==> config.mk <==
export PLATFORM = sky130hd
export DESIGN_NAME = time_formatter
export DESIGN_NICKNAME = d
export VERILOG_FILES = /design/src/rtl/time_formatter.sv
export SDC_FILE = /design/constraint.sdc
export NUM_CORES = 1
export LEC_CHECK = 0
export ABC_AREA = 1
export CAP_MARGIN = 20
export CORE_MARGIN = 10
export CORE_UTILIZATION = 55
export CTS_CLUSTER_SIZE = 16
export DETAILED_ROUTE_END_ITERATION = 16
export HOLD_SLACK_MARGIN = 0.05
export PLACE_DENSITY = 0.85
export SLEW_MARGIN = 10
export SYNTH_ARGS = -nofsm -noshare
export SYNTH_HDL_FRONTEND = slang
export SYNTH_SLANG_ARGS = --single-unit
==> constraint.sdc <==
create_clock -name clk -period 6.1 [get_ports clk]
set_input_delay 1.22 -clock clk [delete_from_list [all_inputs] [get_ports clk]]
set_output_delay 1.22 -clock clk [all_outputs]
set_load 0.02 [all_outputs]
==> src/rtl/time_formatter.sv <==
// Serialises a latched binary time into the ASCII frame "T:HH:MM:SS\n", one byte
// per valid/ready handshake. Fields are snapshotted when an idle start is accepted.
module time_formatter #(
  parameter logic [7:0] PREFIX = 8'h54,
  parameter logic [7:0] SEP    = 8'h3A,
  parameter logic [7:0] TERM   = 8'h0A
) (
  input  logic       clk,
  input  logic       rst,
  input  logic       start,
  input  logic [4:0] hour,
  input  logic [5:0] min,
  input  logic [5:0] sec,
  input  logic       tx_ready,
  output logic [7:0] data,
  output logic       data_valid,
  output logic       busy,
  output logic       done
);

  typedef enum logic {
    IDLE,
    SEND
  } state_t;

  localparam logic [3:0] LAST_IDX = 4'd10;

  state_t     state_reg, state_next;
  logic [3:0] idx_reg, idx_next;
  logic [4:0] hour_reg, hour_next;
  logic [5:0] min_reg, min_next;
  logic [5:0] sec_reg, sec_next;
  logic       done_reg, done_next;

  // Tens digit by compare chain; inputs never exceed 63, so 6 is the ceiling.
  function automatic logic [3:0] tens_of(input logic [5:0] v);
    logic [3:0] t;
    if      (v >= 6'd60) t = 4'd6;
    else if (v >= 6'd50) t = 4'd5;
    else if (v >= 6'd40) t = 4'd4;
    else if (v >= 6'd30) t = 4'd3;
    else if (v >= 6'd20) t = 4'd2;
    else if (v >= 6'd10) t = 4'd1;
    else                 t = 4'd0;
    return t;
  endfunction

  function automatic logic [7:0] ascii_of(input logic [3:0] d);
    return 8'h30 + {4'h0, d};
  endfunction

  logic [2:0][5:0] field_val;
  logic [2:0][7:0] tens_chr;
  logic [2:0][7:0] units_chr;

  assign field_val[0] = {1'b0, hour_reg};
  assign field_val[1] = min_reg;
  assign field_val[2] = sec_reg;

  genvar gi;
  generate
    for (gi = 0; gi < 3; gi++) begin : g_digit
      logic [3:0] tens_d;
      logic [5:0] tens_x10;
      logic [5:0] units_full;
      assign tens_d        = tens_of(field_val[gi]);
      assign tens_x10      = {2'b00, tens_d} * 6'd10;
      assign units_full    = field_val[gi] - tens_x10;
      assign tens_chr[gi]  = ascii_of(tens_d);
      assign units_chr[gi] = ascii_of(units_full[3:0]);
    end
  endgenerate

  always_ff @(posedge clk or negedge rst) begin
    if (!rst) begin
      state_reg <= IDLE;
      idx_reg   <= 4'd0;
      hour_reg  <= 5'd0;
      min_reg   <= 6'd0;
      sec_reg   <= 6'd0;
      done_reg  <= 1'b0;
    end else begin
      state_reg <= state_next;
      idx_reg   <= idx_next;
      hour_reg  <= hour_next;
      min_reg   <= min_next;
      sec_reg   <= sec_next;
      done_reg  <= done_next;
    end
  end

  always_comb begin
    state_next = state_reg;
    idx_next   = idx_reg;
    hour_next  = hour_reg;
    min_next   = min_reg;
    sec_next   = sec_reg;
    done_next  = 1'b0;
    unique case (state_reg)
      IDLE: begin
        if (start) begin
          state_next = SEND;
          idx_next   = 4'd0;
          hour_next  = hour;
          min_next   = min;
          sec_next   = sec;
        end
      end
      SEND: begin
        // start is deliberately not looked at here: requests while busy are dropped.
        if (tx_ready) begin
          if (idx_reg == LAST_IDX) begin
            state_next = IDLE;
            idx_next   = 4'd0;
            done_next  = 1'b1;
          end else begin
            idx_next = idx_reg + 4'd1;
          end
        end
      end
      default: state_next = IDLE;
    endcase
  end

  logic [7:0] frame_byte;

  always_comb begin
    frame_byte = 8'h00;
    case (idx_reg)
      4'd0:             frame_byte = PREFIX;
      4'd1, 4'd4, 4'd7: frame_byte = SEP;
      4'd2:             frame_byte = tens_chr[0];
      4'd3:             frame_byte = units_chr[0];
      4'd5:             frame_byte = tens_chr[1];
      4'd6:             frame_byte = units_chr[1];
      4'd8:             frame_byte = tens_chr[2];
      4'd9:             frame_byte = units_chr[2];
      4'd10:            frame_byte = TERM;
      default:          frame_byte = 8'h00;
    endcase
  end

  // Outputs decode straight from registered state, so the first byte appears
  // right after the start edge and resets clear them without waiting for a clock.
  assign data_valid = (state_reg == SEND);
  assign busy       = (state_reg == SEND);
  assign data       = (state_reg == SEND) ? frame_byte : 8'h00;
  assign done       = done_reg;

endmodule

==> flow_metrics.tcl, run 1 <==
set metrics [dict create \
    nets 284 \
    relSlewSlack 0.343 \
    worst_pin_slew_ns 0.983 \
    drv_slew 0 \
    worstPathArrival_ns 3.16 \
    grt_pass1_wl_mm 5.80 \
    post_dp_cell_area_um2 1880 \
    cts_root_buffer "clkbuf_4" \
    cts_buffers 3 \
    grt_usage 0.131 \
    power.density_nw_per_um2 523 \
    first_pass_iters 4 \
    fmax_ghz 0.228 \
    antenna_found_initial 0 \
    post-route-period-util 0.718 \
    die_w_um 73.4 \
    die_y_um 73.4 \
    synth_ff_type "dfrtp_1" \
    drive_gt1_frac 0.0469 \
    ir_drop_uv 437 \
    vias 1509 \
    core_area_um2 2730 \
    cp_slowest_cell "clkdlybuf4s50_1" \
    grt_start_max_net_pins 31 \
    area_growth_pct 22.4 \
    fin_area_um2 1920 \
    endpoint_kind "primary output" \
    criticalPathCategory "flop to primary output" \
    max_cap_violations 0 \
    crit_required_ns 4.88 \
    status "complete, no violations" \
    setup_viol 0 \
    cp_top_family "buffers and inverters" \
    cts_tree "yes" \
    grt_pass1_vias 1388 \
    synth_edf_count 0 \
    fp-row-count 19 \
    crit_buf_inv 2 \
    finalSetupTns_ns 0 \
    syn_avg_cell_area_um2 6.94 \
    synth_area_um2 1570 \
    cts_resized 0 \
    yosys.area.top_type "dfrtp_1" \
    skew_ns 0.00736 \
    wirelength_mm 3.41 \
    ys_async_sr_fraction 1.00 \
    ys_ff_latch 23 \
    syn_inst 226 \
    power_uw 1000 \
    io_buffer_count 30 \
    crit_chain "inv_1 -> nand2_1 -> nand2_1 -> nand2_1 -> nand2_2 -> nand2_1 -> a21oi_2 -> ha_1 -> fa_1 -> o311ai_0 -> nor3_1 -> a21oi_1 -> clkdlybuf4s50_1" \
    synth_top_area_share 0.367 \
    cts_hold_buf 0 \
    synthTopCellsByArea "dfrtp_1, nand2_1, nor2_1, inv_1, a21oi_1" \
    clock_path_buffers 2 \
    hold_path_class "flop to flop" \
    top_level_ports 32 \
    cp_common_cell "nand2_1" \
    p_leak_uw 0.000978 \
    antenna_cells 0 \
    insertion_delay_ns 0.31 \
    hold_viol 0 \
    yosysWarningCount 0 \
    rsz0062_at_grt "false" \
    syn-num-nets 253 \
    gp_congestion 0.862 \
    ys_types 27 \
    antenna_left 0 \
    drt_iter0_drc 87 \
    yosysSeqAreaShare 0.367 \
    cts_max_level 1 \
    critPathMaxFanout 4 \
    start_util 0.573 \
    dp_hpwl_mm 2.75 \
    drt-vias-per-instance 5.26 \
    drc 0 \
    synthMostInstantiatedCell "nand2_1" \
    cts_setup_buffers 0 \
    period_needed_ns 4.38 \
    clock-sinks 23 \
    worst_setup_path_start_kind "flop" \
    wl_per_cell_um 11.9 \
    grt-ovfl-total 0 \
    clk_pin_slew_worst_paths_ns 0.12 \
    crit_path_max_incr_delay_ns 0.62 \
    synth_common_cells "nand2_1, nor2_1, inv_1" \
    die_area_um2 5390 \
]
power by group:
part	switching [uW]	internal, uW
sequential	50.9	216
combinational	390	274
clock	46.5	25.5
layout make-up:
| class | instances | area (um2) |
|---|---|---|
| clock buffers | 4 | 26.3 |
| fillers | 244 | 815 |
| inverters | 33 | 124 |
| multi-input cells | 165 | 840 |
| flip-flops and latches | 23 | 576 |
| well taps | 31 | 38.8 |
| repair buffers | 31 | 315 |
worst reg2reg max path: stages, from the launching register on:
cell and delay (ns):
dfrtp_1 0.48, inv_1 0.16, nand2_1 0.75, nand2_1 0.24
o22ai_1 0.23
cells by family (layout without fill, tap and decap cells):
family | Yosys count | after routing | synth area share
buffers and inverters | 38 | 68 | 0.0974
DFF | 23 | 23 | 0.367
and+or+nand+nor | 117 | 117 | 0.302
other | 1 | 1 | 0.00239
muxes | 5 | 5 | 0.0359
xor gates and xnor gates | 1 | 1 | 0.00559
AOI/OAI and AO/OA | 35 | 35 | 0.127
adders and majority gates | 6 | 6 | 0.0623
layer usage:
| metal | track usage | vias up | part of all wire |
|---|---|---|---|
| met3 | 0.0363 | 5 | 0.068 |
| met4 | 0.0311 | 0 | 0.0091 |
| met5 | 0 | - | 0 |
| met2 | 0.219 | 45 | 0.47 |
| li1 | - | 775 | - |
| met1 | 0.162 | 684 | 0.45 |
layout by cell type (no fill, tap or decap), types with 2 or more instances in the layout:
cell and n:
ha_1 3, nor3_1 6, nand2_2 2, nor2_1 36
inv_1 33, o21ai_0 6, dfrtp_1 23, fa_1 3
a21oi_1 18, nand3_1 12, mux2_2 5, clkdlybuf4s50_1 30
nand2_1 58, o22ai_1 5, clkbuf_4 3
worst paths after layout:
check / from / end / slack, ns / cells after the start
worst min register to register: min_reg[0]$_DFFE_PN0P_ / min_reg[0]$_DFFE_PN0P_ / 0.52 / 1
worst max register to register: busy$_DFF_PN0_ / idx_reg[2]$_DFFE_PN0P_ / 4.16 / 4
min in group asynchronous: rst / min_reg[4]$_DFFE_PN0P_ / 1.18 / 1
max in group asynchronous: rst / min_reg[0]$_DFFE_PN0P_ / 4.49 / 2
worst max-delay path: min_reg[2]$_DFFE_PN0P_ / data[2] / 1.72 / 13
worst min-delay path: min_reg[0]$_DFFE_PN0P_ / min_reg[0]$_DFFE_PN0P_ / 0.52 / 1
through the flow:
step                cells  hold slack, ns  utilization  setup WS, ns
finish                287           0.521        0.702          1.72
global route          287           0.549        0.702          1.44
CTS                   286           0.525        0.697          1.71
detailed placement    282           0.498        0.687          2.07
global placement      282           0.492        0.687          2.15
floorplan             226           0.480            -          2.64
No activity file was read; power rests on OpenSTA's default activity.
==> run 2: changes to the inputs <==
- CORE_UTILIZATION: 55 -> 46
- PLACE_DENSITY: 0.85 -> 0.76
- clock period: 6.1 -> 3.7 ns (I/O delays scaled with it)
==> run 2 against run 1 <==
Effect of this change: count of clock-buffer cells in the layout unchanged; critical path depth shrank 4; die area rose by 14%; power increased by 65%; largest power group unchanged; worst hold slack better by 0.0042 ns; largest cell class unchanged; design area rose by 1.2%; clock skew hardly changed; core utilization down 12 points; critical path type unchanged; via count fell by 0.80%; flip-flop and latch count unchanged.
==> flow_metrics.tcl, run 2 (synthesized netlist as in run 1, its figures left out) <==
set metrics [dict create \
    cts_tree "yes" \
    dr_wl_met3_um 154 \
    power.density_nw_per_um2 854 \
    wl_met2_mm 1.73 \
    place_ws_ns 0.144 \
    start_util 0.474 \
    drv_slew 0 \
    die_w_um 78.4 \
    cts_hold_buf 0 \
    antenna_cells 0 \
    die_area_um2 6140 \
    p_leak_uw 0.00100 \
    ir_drop_uv 350 \
    top_level_ports 32 \
    skew_ns 0.00770 \
    min_from "hour_reg[0]$_DFFE_PN0P_" \
    cts_buffers 3 \
    final_common_cell "nand2_1" \
    fin_ws_ns 0.284 \
    relSlewSlack 0.348 \
    n_fill_cell 343 \
    gp_congestion 0.898 \
    met1_length_mm 1.63 \
    critPathMaxFanout 6 \
    status "complete, no violations" \
    grt_pass1_vias 1448 \
    cts_root_buffer "clkbuf_4" \
    max_cap_violations 0 \
    rsz0062_at_grt "false" \
    nets 284 \
    clk_pin_slew_worst_paths_ns 0.13 \
    setup_viol 0 \
    rr_startpoint "busy$_DFF_PN0_" \
    criticalPathCategory "flop to primary output" \
    drc 0 \
    hold_viol 0 \
    die_y_um 78.4 \
    grt-ovfl-total 0 \
    wl_per_cell_um 11.8 \
    core_area_um2 3310 \
    fp-row-count 21 \
    fmax_ghz 0.293 \
    grt_start_max_net_pins 31 \
    drt-vias-per-instance 4.96 \
    period_needed_ns 3.42 \
    drive_gt1_frac 0.0586 \
    clock-sinks 23 \
    grt_pass1_wl_mm 6.22 \
    io_buffer_count 30 \
    first_pass_iters 4 \
    hold_path_class "flop to flop" \
    power_uw 1660 \
    crit_required_ns 2.96 \
    worstPathArrival_ns 2.68 \
    startpoint "min_reg[3]$_DFFE_PN0P_" \
    worst_pin_slew_ns 0.975 \
    vias 1497 \
    insertion_delay_ns 0.32 \
    worst_setup_path_start_kind "flop" \
    clock_path_buffers 2 \
    highest_layer "met4" \
    dp_hpwl_mm 2.81 \
    area_growth_pct 23.9 \
    grt_usage 0.119 \
    final_cell_mix "nand2_1, nor2_1, inv_1" \
    antenna_left 0 \
    endpoint_kind "primary output" \
    drt_iter0_drc 94 \
    antenna_found_initial 0 \
    post-route-period-util 0.923 \
    wirelength_mm 3.57 \
    cts_max_level 1 \
    finalSetupTns_ns 0 \
]
[run 2: area by class of cell]
| type | count | area [um2] | share of cell area |
|---|---|---|---|
| Inverter | 33 | 124 | 0.0638 |
| Multi-Input combinational cell | 165 | 843 | 0.434 |
| Timing Repair Buffer | 31 | 315 | 0.162 |
| Sequential cell | 23 | 576 | 0.296 |
| Tap cell | 46 | 57.6 | 0.0296 |
| Clock buffer | 4 | 26.3 | 0.0135 |
[run 2: layer usage]
metal / GRT usage / vias to the layer above
li1: - / 779
met1: 0.143 / 681
met2: 0.204 / 32
met3: 0.0205 / 5
met4: 0.0484 / 0
met5: 0 / -
[run 2: through the flow]
step	cell area (um2)	util	hold slack [ns]	cells
6_report	1940	0.587	0.526	302
5_1_grt	1940	0.587	0.539	302
2_1_floorplan	1570	-	0.444	226
3_5_place_dp	1900	0.573	0.497	297
3_3_place_gp	1900	0.573	0.491	297
4_1_cts	1920	0.580	0.528	301
[run 2: what timing repair did]
item	4_1_cts	5_1_grt
resized for setup	1	8
cloned	0	0
buffers inserted	0	0
setup endpoints to repair	1	3
[run 2: power by group]
part           switching, uW  internal, uW  leakage [uW]  total [uW]
Combinational            657           441      0.000726        1100
Clock                   78.7          42.2     0.0000150         121
Sequential              83.8           356      0.000261         440
[run 2: worst paths after layout]
path | endpoint | slack [ns] | cells past startpoint
max in group asynchronous | min_reg[3]$_DFFE_PN0P_ | 2.52 | 2
hold / removal | hour_reg[0]$_DFFE_PN0P_ | 0.53 | 1
min in group asynchronous | idx_reg[3]$_DFFE_PN0P_ | 0.72 | 1
setup / recovery | data[2] | 0.28 | 9
hold reg to reg | hour_reg[0]$_DFFE_PN0P_ | 0.53 | 1
setup reg to reg | idx_reg[1]$_DFFE_PN0P_ | 1.81 | 4
[run 2: worst max-delay path: stages (launching register included)]
cell,delay [ns]
dfrtp_1,0.46
o21ai_0,0.36
nand2_1,0.12
a21oi_2,0.15
ha_1,0.18
fa_1,0.42
o311ai_1,0.29
nor3_1,0.09
a21oi_1,0.13
buf_2,0.18
